<file path="src/rtl/modexp_pkg.sv">
// Shared types and constants for the modexp operand loader.
package modexp_pkg;

    localparam int W     = 128;
    localparam int WORDS = 32;
    localparam int NP_W  = 64;
    localparam int AW    = $clog2(WORDS);
    localparam int CW    = $clog2(WORDS + 1);

    localparam logic [4:0] EXP_COMPUTE_DONE = 5'd13;
    localparam logic [4:0] EXP_RES_WORD     = 5'd14;
    localparam logic [4:0] EXP_RES_DONE     = 5'd15;

    typedef enum logic [3:0] {
        S_IDLE,
        S_FILL,
        S_GAP,
        S_BURST,
        S_NP_FILL,
        S_NP_SEND,
        S_COMPUTE,
        S_RESULT,
        S_DONE
    } state_t;

    typedef enum logic [2:0] {
        PH_E,
        PH_N,
        PH_R,
        PH_T,
        PH_NP,
        PH_M
    } phase_t;

endpackage

</file>
<file path="src/rtl/modexp_word_buf.sv">
// WORDS x W staging buffer: synchronous write, combinational read.
module modexp_word_buf
    import modexp_pkg::*;
(
    input  logic          clk,
    input  logic          we,
    input  logic [AW-1:0] waddr,
    input  logic [W-1:0]  wdata,
    input  logic [AW-1:0] raddr,
    output logic [W-1:0]  rdata
);

    logic [W-1:0] mem [WORDS];

    always_ff @(posedge clk) begin
        if (we) mem[waddr] <= wdata;
    end

    assign rdata = mem[raddr];

endmodule

</file>
<file path="config.mk">
export PLATFORM = sky130hd
export DESIGN_NAME = modexp_word_buf
export DESIGN_NICKNAME = d
export VERILOG_FILES = /design/src/rtl/modexp_pkg.sv /design/src/rtl/modexp_word_buf.sv
export SDC_FILE = /design/constraint.sdc
export NUM_CORES = 2
export LEC_CHECK = 0
export CAP_MARGIN = 10
export CORE_ASPECT_RATIO = 1.2
export CORE_MARGIN = 2
export CORE_UTILIZATION = 57
export CTS_BUF_LIST = sky130_fd_sc_hd__clkbuf_4
export CTS_CLUSTER_DIAMETER = 40
export DETAILED_ROUTE_END_ITERATION = 7
export PLACE_DENSITY = 0.78
export SLEW_MARGIN = 25
export SYNTH_ARGS = -nofsm -noshare
export SYNTH_HDL_FRONTEND = slang
export SYNTH_SLANG_ARGS = --single-unit
export TNS_END_PERCENT = 30
</file>
<file path="constraint.sdc">
create_clock -name clk -period 10.05 [get_ports clk]
set_input_delay 3.015 -clock clk [delete_from_list [all_inputs] [get_ports clk]]
set_output_delay 3.015 -clock clk [all_outputs]
set_load 0.03 [all_outputs]
</file>
After elaboration in Yosys (flattened, before gate mapping) --
Memory sizes are Yosys's and may differ from the RTL's. Index checks and enable logic that the tools add are counted.
Storage, ports and cells: register bits 0, memory bits (writable) 4096, input bits 140, output and inout bits 128, word-level logic and storage cells 3, memories kept 1
Operators by class: multiplexer cells 2
Memory list:
- mem | depth 32, width 128, read ports 1, clocked after memory_dff 0, write ports 1, line modexp_word_buf.sv:13 | logic [W-1:0] mem [WORDS];
Operator list (number):
- $mux 1 | 2

Logic depth before layout (Yosys ltp) --
depth after elaboration 2, depth in mapped cells 9

Worst setup path after synthesis --
OpenSTA, ideal clock, no wires.
path kind input -> register, start input port waddr[1], end memory mem[12][0] (enable), setup time 0.617 ns, arrival time 8.996 ns, required time 9.433 ns, setup slack 0.437 ns, stages 3, path buffers 1, cell sequence or3b_2 -> clkbuf_1 -> nor2_1
RTL lines:
- start, declared | line modexp_word_buf.sv:7 | input logic [AW-1:0] waddr,
- end, declared | line modexp_word_buf.sv:13
No word-level cell before the write port.

Worst setup path after layout --
start input port raddr[4], end output port rdata[113]
On the way: word-level cells in the longest chain between the ends 1
Ends and longest elaborated chain:
- start, declared | line modexp_word_buf.sv:9 | input logic [AW-1:0] raddr,
- $mem_v2 32x128
- end, declared | line modexp_word_buf.sv:10 | output logic [W-1:0] rdata
Every way passes these cells.

==> results.yml <==
floorplan:
  initial_core_util: 0.572
  die-height_um: 571
  boundaryPins: 268
  dieWidth_um: 476
  rows: 208
  dieArea_um2: 272000
  coreArea_um2: 267000
clock_network:
  clock-sinks: 4096
  holdBufCountCts: 0
  cts_root_buffer: "clkbuf_4"
  cts_max_level: 6
  post_cts_resized: 0
  cts_tree: "built"
  cts-buffers-inserted: 900
  cts_setup_buffers: 0
  clockBufferDepth: 4
  path_clk_slew_ns: 0.07
grt:
  grt_max_degree: 101
  grt_pass1_wl_um: 551000
  antenna_found_initial: 43
  grt_overflow: 0
  track_usage: 0.284
  grt_pass1_vias: 78800
power:
  peakVddDrop_mv: 0.104
  p_per_area_nw_per_um2: 193
  total_power_mw: 33.3
  leakage_nw: 54.8
placement:
  io_buffers: 267
  dpl_cell_area_um2: 162000
  globalplace.congestion: 0.786
  placed_cells: 10100
  place_ws_ns: 0.0773
  post-dp-hpwl_um: 195000
route:
  wl_um: 388000
  dr.pass1.iters: 7
  vias: 77200
  drcViolationCount: 0
  final_antenna_net_count: 0
  drt_iter0_markers: 11100
  wl_per_cell_um: 33.2
  drt-vias-per-instance: 6.61
synthesis:
  yosys_register_bits: 4096
  synth-edff-count: 4096
  synth.most_common_cell: "edfxtp_1"
  yosysWarnings: 0
  syn-num-nets: 6452
  async_flop_share: 0
  ys_seq_area_frac: 0.806
  netlist_area_um2: 153000
  synth_ff_type: "edfxtp_1"
  syn_inst: 6312
  ys_top_cells_by_area: "edfxtp_1, mux4_2, o22ai_1"
  synthTopCellsByCount: "edfxtp_1, mux4_2, o22ai_1"
  synth_top_area_share: 0.806
  yosysTopAreaCell: "edfxtp_1"
  synth_cell_types: 27
  avgSynthCellArea_um2: 24.2
final_layout:
  largest_reg_flops: 4096
  fin_util: 0.649
  largest_register: "mem"
  layout.cells.non_filler: 11700
  fin_nets: 7552
  layout-drive-gt1-share: 0.348
  reg_top3: "mem x4096"
  syn_to_final_growth_pct: 13.4
  design_area_um2: 173000
status:
  violations: "negative setup slack"
  outcome: "finished, violations left"
timing:
  tns_ns: -0.117
  tightest_slew_ns: 1.22
  fin_crit_sh: 1.01
  slew_headroom: 0.189
  setup_slack_ns: -0.117
  max_freq_mhz: 98.4
  setup_viol: 1
  rsz0062_at_grt: "false"
  drv_slew: 0
  finalHoldViolations: 0
  fin_crit_ns: 10.17
  whs_ns: 2.09
critical_path:
  cp_max_fo: 14
  startpoint_type: "primary input"
  end_kind: "output port"
  worstPathArrival_ns: 7.15
  cp.required_ns: 7.04
  crit_type: "in2out"
worst_hold_path:
  hp-class: "in2reg"
  hold_depth: 1
flow_run:
  drv_cap: 0
-- power by group --
part           internal, mW  total, mW  switching (mW)
clock network          6.11       12.3            6.19
logic                 0.815       2.00            1.18
registers              19.0       19.1          0.0480
total                  25.9       33.3            7.42
-- cell type report --
cell class / instances / area [µm²]
Tap cell: 3570 / 4470
Clock inverter: 287 / 1520
Multi-Input combinational cell: 1864 / 28200
Antenna cell: 31 / 77.6
Sequential cell: 4096 / 123000
Clock buffer: 1274 / 9560
Fill cell: 16700 / 93800
Timing Repair Buffer: 550 / 6380
-- cells in the final DEF (no fill, tap or decap), types with 15 or more instances in the layout --
cell             netlist  routed
mux4_2               956     956
buf_2                 94      44
buf_12                 0     157
a22oi_1              102     102
clkinvlp_4             0      15
nor2_4                 0      33
clkdlybuf4s50_1        0     126
nand4_1               17      17
nor4_1               111      88
edfxtp_1            4096    4096
o22ai_1              444     444
clkinv_2               0      35
buf_4                 67     217
nand3_1               37      36
clkbuf_4               9    1274
clkinv_1               0     206
nor4_2                 0      22
mux2i_1              136     136
diode_2                0      31
-- kinds of logic after synthesis --
kind of cell | share of synthesized area
compound gates | 0.0232
buf+inv | 0.0128
flops | 0.806
mux | 0.150
simple gates | 0.00846
-- critical path: stages --
cell             delay, ns
clkdlybuf4s50_1       0.85
nor2b_2               0.43
nand2_4               0.22
buf_12                0.23
buf_4                 0.28
buf_4                 0.23
o22ai_1               0.08
nor4_1                0.91
clkdlybuf4s50_1       0.84
-- layer usage --
layer / vias to the layer above / routed length, µm / global-route usage
met5: - / 239 / 0
met4: 36 / 14900 / 0.112
met3: 880 / 47300 / 0.0620
met2: 5935 / 194000 / 0.466
met1: 39900 / 131000 / 0.377
li1: 30500 / - / -
-- final timing paths --
kind / from / to / slack, ns
max: raddr[4] / rdata[113] / -0.12
min: wdata[29] / mem[3][29] / 2.09
Power figures use the tool's default switching activity.
